$ cat src/rtl/branch_predictor_btb_pkg.sv
// Shared types for the branch predictor: mode select, BTB entry layout and counter reset value.
package bp_pkg;

  localparam int unsigned ADDR_W = 32;

  typedef enum logic {
    BP_BIMODAL = 1'b0,
    BP_GSHARE  = 1'b1
  } bp_mode_e;

  typedef enum logic {
    BTB_COND = 1'b0,
    BTB_JUMP = 1'b1
  } btb_type_e;

  // Tag is carried at full address width; only the low TAG_W bits are ever stored.
  typedef struct packed {
    logic              valid;
    logic [ADDR_W-1:0] tag;
    logic [ADDR_W-1:0] target;
    btb_type_e         kind;
  } btb_entry_t;

  // Weakly-not-taken value for a cnt_w-bit saturating counter.
  function automatic logic [3:0] cnt_reset_val(input int unsigned cnt_w);
    return 4'((1 << (cnt_w - 1)) - 1);
  endfunction

endpackage

$ cat src/rtl/branch_predictor_btb_if.sv
// Fetch lookup, execute-stage update and statistics signals of the branch predictor.
interface branch_predictor_btb_if;

  localparam int unsigned W = bp_pkg::ADDR_W;

  logic [W-1:0] pc_f_i;
  logic         pred_taken_o;
  logic [W-1:0] pred_target_o;
  logic         pred_hit_o;

  logic         upd_valid_i;
  logic [W-1:0] upd_pc_i;
  logic         upd_is_cond_i;
  logic         upd_is_jump_i;
  logic         upd_taken_i;
  logic [W-1:0] upd_target_i;
  logic         upd_pred_taken_i;
  logic [W-1:0] upd_pred_target_i;

  logic         mispredict_o;
  logic [W-1:0] mispredict_cnt_o;
  logic [W-1:0] lookup_hit_cnt_o;

  modport master (
    output pc_f_i, upd_valid_i, upd_pc_i, upd_is_cond_i, upd_is_jump_i, upd_taken_i,
           upd_target_i, upd_pred_taken_i, upd_pred_target_i,
    input  pred_taken_o, pred_target_o, pred_hit_o, mispredict_o,
           mispredict_cnt_o, lookup_hit_cnt_o
  );

  modport slave (
    input  pc_f_i, upd_valid_i, upd_pc_i, upd_is_cond_i, upd_is_jump_i, upd_taken_i,
           upd_target_i, upd_pred_taken_i, upd_pred_target_i,
    output pred_taken_o, pred_target_o, pred_hit_o, mispredict_o,
           mispredict_cnt_o, lookup_hit_cnt_o
  );

endinterface

$ cat src/rtl/branch_predictor_btb_sat_cnt.sv
// Next-state logic of a CNT_W-bit saturating up/down counter.
module bp_sat_cnt #(
  parameter int unsigned CNT_W = 2
) (
  input  logic [CNT_W-1:0] cnt,
  input  logic             up,
  output logic [CNT_W-1:0] nxt
);

  localparam logic [CNT_W-1:0] CNT_MAX = '1;

  always_comb begin
    nxt = cnt;
    if (up) begin
      if (cnt != CNT_MAX) nxt = cnt + CNT_W'(1);
    end else begin
      if (cnt != '0) nxt = cnt - CNT_W'(1);
    end
  end

endmodule

$ cat src/rtl/branch_predictor_btb.sv
// Direct-mapped BTB with bimodal or gshare direction counters; zero-latency lookup,
// update committed on the clock edge that ends the update cycle.
module branch_predictor_btb
  import bp_pkg::*;
#(
  parameter int unsigned ENTRIES = 64,
  parameter int unsigned TAG_W   = 8,
  parameter int unsigned CNT_W   = 2,
  parameter bp_mode_e    MODE    = BP_BIMODAL,
  parameter int unsigned GHR_W   = 6
) (
  input  logic                   clk_i,
  input  logic                   rst_ni,
  branch_predictor_btb_if.slave  bus
);

  localparam int unsigned IDX_W  = $clog2(ENTRIES);
  localparam int unsigned TAG_LO = IDX_W + 2;
  localparam logic [CNT_W-1:0] CNT_RST = CNT_W'(cnt_reset_val(CNT_W));

  logic                 valid_q  [ENTRIES];
  logic [TAG_W-1:0]     tag_q    [ENTRIES];
  logic [ADDR_W-1:0]    target_q [ENTRIES];
  btb_type_e            kind_q   [ENTRIES];
  logic [CNT_W-1:0]     cnt_q    [ENTRIES];
  logic [GHR_W-1:0]     ghr_q;
  logic [ADDR_W-1:0]    misp_cnt_q;
  logic [ADDR_W-1:0]    hit_cnt_q;

  logic [IDX_W-1:0]     idx_f, cidx_f, idx_u, cidx_u;
  logic [TAG_W-1:0]     tag_f, tag_u;
  btb_entry_t           rd_f;
  logic [CNT_W-1:0]     cnt_nxt;
  logic [GHR_W-1:0]     ghr_nxt;
  logic                 upd_cond, upd_jump, btb_wr;
  logic                 unused_upd_pc;

  assign idx_f  = bus.pc_f_i[TAG_LO-1:2];
  assign tag_f  = bus.pc_f_i[TAG_LO +: TAG_W];
  assign idx_u  = bus.upd_pc_i[TAG_LO-1:2];
  assign tag_u  = bus.upd_pc_i[TAG_LO +: TAG_W];
  assign cidx_f = (MODE == BP_GSHARE) ? (idx_f ^ IDX_W'(ghr_q)) : idx_f;
  assign cidx_u = (MODE == BP_GSHARE) ? (idx_u ^ IDX_W'(ghr_q)) : idx_u;
  assign unused_upd_pc = ^bus.upd_pc_i;

  // Lookup reads the arrays as they stand; a same-cycle update is not bypassed.
  always_comb begin
    rd_f = '{valid:  valid_q[idx_f],
             tag:    ADDR_W'(tag_q[idx_f]),
             target: target_q[idx_f],
             kind:   kind_q[idx_f]};
    bus.pred_hit_o    = rd_f.valid && (rd_f.tag == ADDR_W'(tag_f));
    bus.pred_taken_o  = bus.pred_hit_o &&
                        ((rd_f.kind == BTB_JUMP) || cnt_q[cidx_f][CNT_W-1]);
    bus.pred_target_o = bus.pred_taken_o ? rd_f.target : bus.pc_f_i + ADDR_W'(4);
  end

  always_comb begin
    bus.mispredict_o = bus.upd_valid_i &&
                       ((bus.upd_pred_taken_i != bus.upd_taken_i) ||
                        (bus.upd_taken_i && (bus.upd_pred_target_i != bus.upd_target_i)));
  end

  // Updates flagged as both or neither kind are ignored.
  assign upd_cond = bus.upd_valid_i && bus.upd_is_cond_i && !bus.upd_is_jump_i;
  assign upd_jump = bus.upd_valid_i && bus.upd_is_jump_i && !bus.upd_is_cond_i;
  assign btb_wr   = upd_jump || (upd_cond && bus.upd_taken_i);
  assign ghr_nxt  = GHR_W'({ghr_q, bus.upd_taken_i});

  bp_sat_cnt #(.CNT_W(CNT_W)) u_sat_cnt (
    .cnt (cnt_q[cidx_u]),
    .up  (bus.upd_taken_i),
    .nxt (cnt_nxt)
  );

  always_ff @(posedge clk_i or negedge rst_ni) begin
    if (!rst_ni) begin
      for (int unsigned i = 0; i < ENTRIES; i++) begin
        valid_q[i] <= 1'b0;
        cnt_q[i]   <= CNT_RST;
      end
      ghr_q <= '0;
    end else begin
      if (btb_wr) valid_q[idx_u] <= 1'b1;
      if (upd_cond) begin
        cnt_q[cidx_u] <= cnt_nxt;
        ghr_q         <= ghr_nxt;
      end
    end
  end

  // Payload arrays need no reset: entries are qualified by valid_q.
  always_ff @(posedge clk_i) begin
    if (btb_wr) begin
      tag_q[idx_u]    <= tag_u;
      target_q[idx_u] <= bus.upd_target_i;
      kind_q[idx_u]   <= upd_jump ? BTB_JUMP : BTB_COND;
    end
  end

  always_ff @(posedge clk_i or negedge rst_ni) begin
    if (!rst_ni) begin
      misp_cnt_q <= '0;
      hit_cnt_q  <= '0;
    end else begin
      if (bus.mispredict_o) misp_cnt_q <= misp_cnt_q + ADDR_W'(1);
      if (bus.pred_hit_o)   hit_cnt_q  <= hit_cnt_q + ADDR_W'(1);
    end
  end

  assign bus.mispredict_cnt_o = misp_cnt_q;
  assign bus.lookup_hit_cnt_o = hit_cnt_q;

endmodule

$ cat src/flat_wrapper.sv
// flat-port wrapper written by rule: the top's interface ports become plain ports
module branch_predictor_btb_flat import bp_pkg::*;
#(
  parameter int unsigned ENTRIES = 64,
  parameter int unsigned TAG_W   = 8,
  parameter int unsigned CNT_W   = 2,
  parameter bp_mode_e    MODE    = BP_BIMODAL,
  parameter int unsigned GHR_W   = 6
)
  (clk_i, rst_ni, bus_pc_f_i, bus_upd_valid_i, bus_upd_pc_i, bus_upd_is_cond_i, bus_upd_is_jump_i, bus_upd_taken_i, bus_upd_target_i, bus_upd_pred_taken_i, bus_upd_pred_target_i, bus_pred_taken_o, bus_pred_target_o, bus_pred_hit_o, bus_mispredict_o, bus_mispredict_cnt_o, bus_lookup_hit_cnt_o);
  branch_predictor_btb_if bus_i ();
  input  logic clk_i;
  input  logic rst_ni;
  input wire logic [$bits(bus_i.pc_f_i)-1:0] bus_pc_f_i;
  input wire logic [$bits(bus_i.upd_valid_i)-1:0] bus_upd_valid_i;
  input wire logic [$bits(bus_i.upd_pc_i)-1:0] bus_upd_pc_i;
  input wire logic [$bits(bus_i.upd_is_cond_i)-1:0] bus_upd_is_cond_i;
  input wire logic [$bits(bus_i.upd_is_jump_i)-1:0] bus_upd_is_jump_i;
  input wire logic [$bits(bus_i.upd_taken_i)-1:0] bus_upd_taken_i;
  input wire logic [$bits(bus_i.upd_target_i)-1:0] bus_upd_target_i;
  input wire logic [$bits(bus_i.upd_pred_taken_i)-1:0] bus_upd_pred_taken_i;
  input wire logic [$bits(bus_i.upd_pred_target_i)-1:0] bus_upd_pred_target_i;
  output wire logic [$bits(bus_i.pred_taken_o)-1:0] bus_pred_taken_o;
  output wire logic [$bits(bus_i.pred_target_o)-1:0] bus_pred_target_o;
  output wire logic [$bits(bus_i.pred_hit_o)-1:0] bus_pred_hit_o;
  output wire logic [$bits(bus_i.mispredict_o)-1:0] bus_mispredict_o;
  output wire logic [$bits(bus_i.mispredict_cnt_o)-1:0] bus_mispredict_cnt_o;
  output wire logic [$bits(bus_i.lookup_hit_cnt_o)-1:0] bus_lookup_hit_cnt_o;
  assign bus_i.pc_f_i = bus_pc_f_i;
  assign bus_i.upd_valid_i = bus_upd_valid_i;
  assign bus_i.upd_pc_i = bus_upd_pc_i;
  assign bus_i.upd_is_cond_i = bus_upd_is_cond_i;
  assign bus_i.upd_is_jump_i = bus_upd_is_jump_i;
  assign bus_i.upd_taken_i = bus_upd_taken_i;
  assign bus_i.upd_target_i = bus_upd_target_i;
  assign bus_i.upd_pred_taken_i = bus_upd_pred_taken_i;
  assign bus_i.upd_pred_target_i = bus_upd_pred_target_i;
  assign bus_pred_taken_o = bus_i.pred_taken_o;
  assign bus_pred_target_o = bus_i.pred_target_o;
  assign bus_pred_hit_o = bus_i.pred_hit_o;
  assign bus_mispredict_o = bus_i.mispredict_o;
  assign bus_mispredict_cnt_o = bus_i.mispredict_cnt_o;
  assign bus_lookup_hit_cnt_o = bus_i.lookup_hit_cnt_o;
  branch_predictor_btb #(.ENTRIES(ENTRIES), .TAG_W(TAG_W), .CNT_W(CNT_W), .MODE(MODE), .GHR_W(GHR_W)) u_core (.clk_i(clk_i), .rst_ni(rst_ni), .bus(bus_i));
endmodule
$ cat config.mk
export PLATFORM = sky130hd
export DESIGN_NAME = branch_predictor_btb_flat
export DESIGN_NICKNAME = d
export VERILOG_FILES = /design/src/rtl/branch_predictor_btb_pkg.sv /design/src/rtl/branch_predictor_btb_if.sv /design/src/rtl/branch_predictor_btb_sat_cnt.sv /design/src/rtl/branch_predictor_btb.sv /design/src/flat_wrapper.sv
export SDC_FILE = /design/constraint.sdc
export NUM_CORES = 2
export LEC_CHECK = 0
export BUFFER_PORTS_ARGS = -buffer_cell sky130_fd_sc_hd__buf_2
export CAP_MARGIN = 20
export CORE_MARGIN = 1.5
export CORE_UTILIZATION = 62
export DETAILED_ROUTE_END_ITERATION = 8
export HOLD_SLACK_MARGIN = 0.15
export PLACE_DENSITY = 0.76
export SYNTH_ARGS = -nofsm -noshare
export SYNTH_HDL_FRONTEND = slang
export SYNTH_SLANG_ARGS = --single-unit
$ cat constraint.sdc
create_clock -name clk_i -period 6.8 [get_ports clk_i]
set_input_delay 1.36 -clock clk_i [delete_from_list [all_inputs] [get_ports clk_i]]
set_output_delay 1.36 -clock clk_i [all_outputs]
set_load 0.01 [all_outputs]
# Yosys cells after proc, flatten, opt, wreduce, memory -nomap -nowiden
# Memories as Yosys holds them, arrays and structs flattened.
# Index checks and enable logic that the tools add are counted.
[totals]
register_bits = 256
latch_bits = 0
ram_bits = 2624
mem_bits_ro = 0
inputBits = 135
output_inout_bits = 99
word_cells = 185
mem_count = 3
[memory_table]
columns = ["memory", "words", "width", "read_ports", "rd_clocked_by_memory_dff", "wr", "line", "text"]
rows = [
  ["u_core.target_q", 64, 32, 1, 0, 1, "branch_predictor_btb.sv:23", "logic [ADDR_W-1:0] target_q [ENTRIES];"],
  ["u_core.tag_q", 64, 8, 1, 0, 1, "branch_predictor_btb.sv:22", "logic [TAG_W-1:0] tag_q [ENTRIES];"],
  ["u_core.kind_q", 64, 1, 1, 0, 1, "branch_predictor_btb.sv:24", "btb_type_e kind_q [ENTRIES];"],
]
[op_classes]
addsub = 5
n_mul = 0
div = 0
order_cmp = 3
n_eq_ne = 4
shifts = 0
mux = 21
n_bitwise = 3
reduce_logical = 16
[op_table]
columns = ["cell", "count"]
rows = [
  ["$bwmux W128", 1],
  ["$add A32 B1 Y32 const B", 2],
  ["$or A64 B64 Y64", 1],
  ["$add A32 B3 Y32 const B", 1],
  ["$mux W32", 1],
  ["$ne A32 B32 Y1", 1],
  ["$bmux W2 S6", 2],
  ["$mux W2", 8],
  ["$ge A7 B7 Y1 const B", 2],
  ["$not A6 Y7", 2],
  ["$demux W2 S6", 1],
  ["$logic_and A1 B1 Y1", 10],
  ["$eq A8 B8 Y1", 1],
  ["$lt A7 B1 Y1 const B", 1],
  ["$bmux W1 S6", 1],
  ["$demux W1 S6", 1],
  ["$mux W1", 6],
  ["$logic_or A1 B1 Y1", 3],
  ["$add A2 B1 Y2 const B", 1],
  ["$logic_not A1 Y1", 2],
  ["$ne A2 B2 Y1 const B", 1],
  ["$reduce_bool A2 Y1", 1],
  ["$sub A2 B1 Y2 const B", 1],
  ["$ne A1 B1 Y1", 1],
]

# Depth between registers and ports, before layout
[logic_depth]
ltp_word = 8
depth_mapped = 17
mapped_depth_nobuf = 10

# Modules after synthesis
# A second synthesis with hierarchy kept.
[hier_totals]
cells_unflattened = 5282
hier_area_um2 = 113156.0
[by_module_without_submodules]
columns = ["mod", "instances", "cells_per_inst", "area_per_inst_um2", "seq_area_each_um2"]
rows = [
  ["branch_predictor_btb", 1, 5279, 113129.8, 85281.8],
  ["bp_sat_cnt", 1, 3, 26.3, 0.0],
]

# Worst setup path before layout
# OpenSTA, ideal clock, no wires.
[synth_path]
path_kind = "input to output"
startpoint = "in bus_pc_f_i[3]"
endpoint = "out bus_pred_target_o[31]"
arrival_ps = 4698
required_ps = 5440
slack_ps = 742
stages = 12
n_path_buf = 8
path_cell_list = "buf_4 -> buf_4 -> buf_4 -> buf_2 -> buf_2 -> buf_4 -> clkbuf_1 -> buf_1 -> mux4_2 -> mux4_2 -> mux4_2 -> mux2_2"
[synth_via]
elab_chain_cells = 7
elab_cells_between_ends = 16
cone_classes = "add/sub (1); eq/ne (1); mux (7); bitwise (1); reduce/logical (3); memory (3)"
[synth_rtl]
columns = ["item", "line", "text"]
rows = [
  ["from (decl)", "flat_wrapper.sv:14", "input wire logic [$bits(bus_i.pc_f_i)-1:0] bus_pc_f_i;"],
  ["parallel branches: the longest is 6 deep, another holds $mem_v2 Z64 W8", "--", ""],
  ["$mux W32 *", "branch_predictor_btb.sv:55", "bus.pred_target_o = bus.pred_taken_o ? rd_f.target : bus.pc_f_i + ADDR_W'(4);"],
  ["to (decl)", "flat_wrapper.sv:24", "output wire logic [$bits(bus_i.pred_target_o)-1:0] bus_pred_target_o;"],
]
# Every way passes the cells marked *. The select of a mux whose other input is x is not followed.

# Worst setup path in the final report
[layout_path]
startpoint = "in bus_pc_f_i[4]"
endpoint = "out bus_pred_target_o[1]"
# Same word-level chain as after synthesis.

==> flow_summary_export.csv <==
group,metric,value,unit
status,outcome,"finished clean",
placement,place_hpwl,168700,um
setup_path,crit_fanout,19,
die,num_rows,156,
setup_path,crit_end,"bus_pred_target_o[1]",
timing,slew_headroom,16.44,%
cts,cts_hold_buffers,0,
final_layout,final_nets,5857,
setup_path,critPathMaxStageDelay,500,ps
setup_path,cp_slowest_cell,"or4_4",
grt,grt_pass1_vias,60970,
placement,gp_congestion,0.8668,
timing,slew_viol_final,0,
setup_path,rrSetupSlack,3360,ps
placement,postPlaceCellArea,119300,um^2
setup_path,crit_buf_inv,6,
synthesis,yosys.area.top_type,"edfxtp_1",
routing,firstDrtPassIters,8,
setup_path,cp-end-kind,"output pin",
flow_run,cap_violations,0,
final_layout,drive_gt1_share,34.64,%
synthesis,ys_seq_area_share,75.47,%
synthesis,ys_warn_count,0,
routing,wirelength,333800,um
power_and_ir_drop,leakagePower,42.36,nW
routing,drt_iter0_markers,9743,
setup_path,cp_top_family,"simple AND/OR/NAND/NOR gates",
die,dieArea,184800,um^2
setup_path,cp-startpoint,"bus_pc_f_i[4]",
timing,clock.fmax,148.9,MHz
cts,clkTransAtPathRegs,60,ps
routing,viasPerCell,7.317,
power_and_ir_drop,vdd_drop_max,0.1947,mV
grt,overflow,0,
setup_path,cp.depth,15,
die,die_w,429.9,um
timing,finalSetupViolCount,0,
setup_path,r2r_end,"u_core.bus.lookup_hit_cnt_o[1]",
setup_path,path_class,"input port to output pin",
die,core,180900,um^2
synthesis,yosysMostFrequentCell,"edfxtp_1",
grt,antenna_found_initial,15,
synthesis,synth.distinct_cells,73,
setup_path,rr_worst_depth,9,
die,die_y,429.9,um
cts,cts.root.buffer_cell,"clkbuf_16",
routing,wl_per_cell,40.18,um
die,start_util,62.46,%
setup_path,cp_cell_sequence,"buf_8 > buf_4 > nor2b_1 > buf_4 > nand2_1 > o2111ai_1 > o21ai_0 > or4_4 > a22oi_4 > nand4_4 > nor4_4 > buf_8 > buf_12 > mux2_2 > buf_2",
synthesis,synth_edf_count,2624,
timing,whs,457.9,ps
timing,fin_skew,47.53,ps
routing,vias,60793,
synthesis,synth-seq-cells,2880,
cts,insertion_delay,960,ps
final_layout,fin_cells,8308,
cts,cts_max_level,5,
synthesis,synth_area_leaders,"edfxtp_1, mux4_2, dfrtp_1",
synthesis,postSynthNetCount,5326,
routing,drc,0,
timing,fin_crit,6715,ps
timing,hold_viol,0,
grt,grt_pass1_wl,463800,um
cts,cts_buffers,298,
cts,tritoncts,"built",
synthesis,synth_cells,5188,
synthesis,synth_top_area_share,69.73,%
routing,antenna_left,0,
cts,cts.sinks,2880,
min_path,holdCritPathClass,"flip-flop to flip-flop",
die,ios,234,
final_layout,area_growth,13.85,%
timing,period_share,98.74,%
setup_path,crit_arrival,5350,ps
grt,grt_max_degree,135,
power_and_ir_drop,pwr_density_cell,290.7,nW/um^2
grt,track_usage,36.40,%
setup_path,reg2reg_from,"u_core.tag_q[5][5]",
timing,tightest_slew,1253,ps
timing,rsz0062_at_grt,"no",
synthesis,synth_async_sr_flop_share,8.889,%
setup_path,required,5440,ps
placement,io_buffers,215,
synthesis,synth_common_cells,"edfxtp_1, mux4_2, dfrtp_1",
synthesis,yosys_most_used_dff,"edfxtp_1",
synthesis,avgSynthCellArea,21.78,um^2
placement,placed_cells,7783,
setup_path,startpoint_type,"input port",
final_layout,fin_area,128700,um^2
cts,cts_buffer_depth,4,
synthesis,syn_area,113000,um^2
## cell type report
type | count | area [um^2]
well taps | 2370 | 2965
flip-flops and latches | 2880 | 85280
diodes | 6 | 15.01
inverters | 11 | 50.05
repair buffers | 505 | 4259
multi-input cells | 2023 | 26890
fillers | 10032 | 52280
clock buffers | 377 | 8039
clock inverters | 136 | 1161
## how the worst min path moves through the flow
stage	startpoint	to	depth (start not counted)
floorplan	u_core.valid_q[10]	u_core.valid_q[10]	1
global placement	u_core.valid_q[57]	u_core.valid_q[57]	1
finish	u_core.bus.lookup_hit_cnt_o[31]	u_core.bus.lookup_hit_cnt_o[31]	1
CTS	u_core.valid_q[14]	u_core.valid_q[14]	1
global route	u_core.valid_q[19]	u_core.valid_q[19]	1
detailed placement	u_core.valid_q[21]	u_core.valid_q[21]	1
## repair_timing
action,CTS,global route
pin swaps,1,0
setup buffers,1,0
setup endpoints to repair,19,4
resized for setup,2,3
endpoints found under the hold margin,0,0
## state kept, by name, indices dropped and copies added (netlist names)
| register | flops |
|---|---|
| u_core.cnt_q | 128 |
| u_core.bus.mispredict_cnt_o | 32 |
| u_core.target_q | 2048 |
| u_core.tag_q | 512 |
| u_core.kind_q | 64 |
| u_core.bus.lookup_hit_cnt_o | 32 |
| u_core.valid_q | 64 |
## layer usage
layer  wire length (um)  GRT usage [%]
met5                 53              0
met4              20900          19.37
met3              42130          9.223
met2             159300          57.10
met1             111500          47.64
## report_power, final
part | total, mW | switching (mW) | leakage [nW] | internal, mW
combinational | 2.02 | 1.19 | 11.1 | 0.828
sequential | 19.6 | 0.0812 | 26.7 | 19.5
clock | 15.8 | 6.70 | 4.51 | 9.13
## per-stage QoR
step	total power, mW	TNS [ps]	util, %	worst slack [ps]
2_1_floorplan	21.00	0	-	742.2
3_3_place_gp	21.82	-15320	65.93	-552.2
5_1_grt	38.17	0	71.10	37.12
4_1_cts	37.44	0	71.03	17.82
3_5_place_dp	21.88	-7.278	65.94	-7.278
6_report	37.40	0	71.11	85.45
## cells in the final DEF (no fill, tap or decap), types with 64 or more instances in the layout
cell,n
nor2_4,65
xor2_1,67
clkbuf_16,310
clkbuf_1,64
buf_4,212
dfrtp_1,192
mux2i_1,72
buf_2,210
dfstp_2,64
mux2_2,146
mux4_2,780
or2_2,64
nand2_1,114
nor2_1,125
buf_12,72
edfxtp_1,2624
## logic make-up (layout without fill, tap and decap cells)
kind of cell	Yosys count	count (layout)	share of synthesized area [%]
xor gates and xnor gates	127	127	0.9843
DFF	2880	2880	75.47
AOI/OAI and AO/OA	252	252	1.654
and+or+nand+nor	618	618	2.699
muxes	1021	1021	17.94
buffers and inverters	285	1029	1.201
other	0	6	0
adders and majority gates	5	5	0.05204
(Power assumes the default switching activity.)
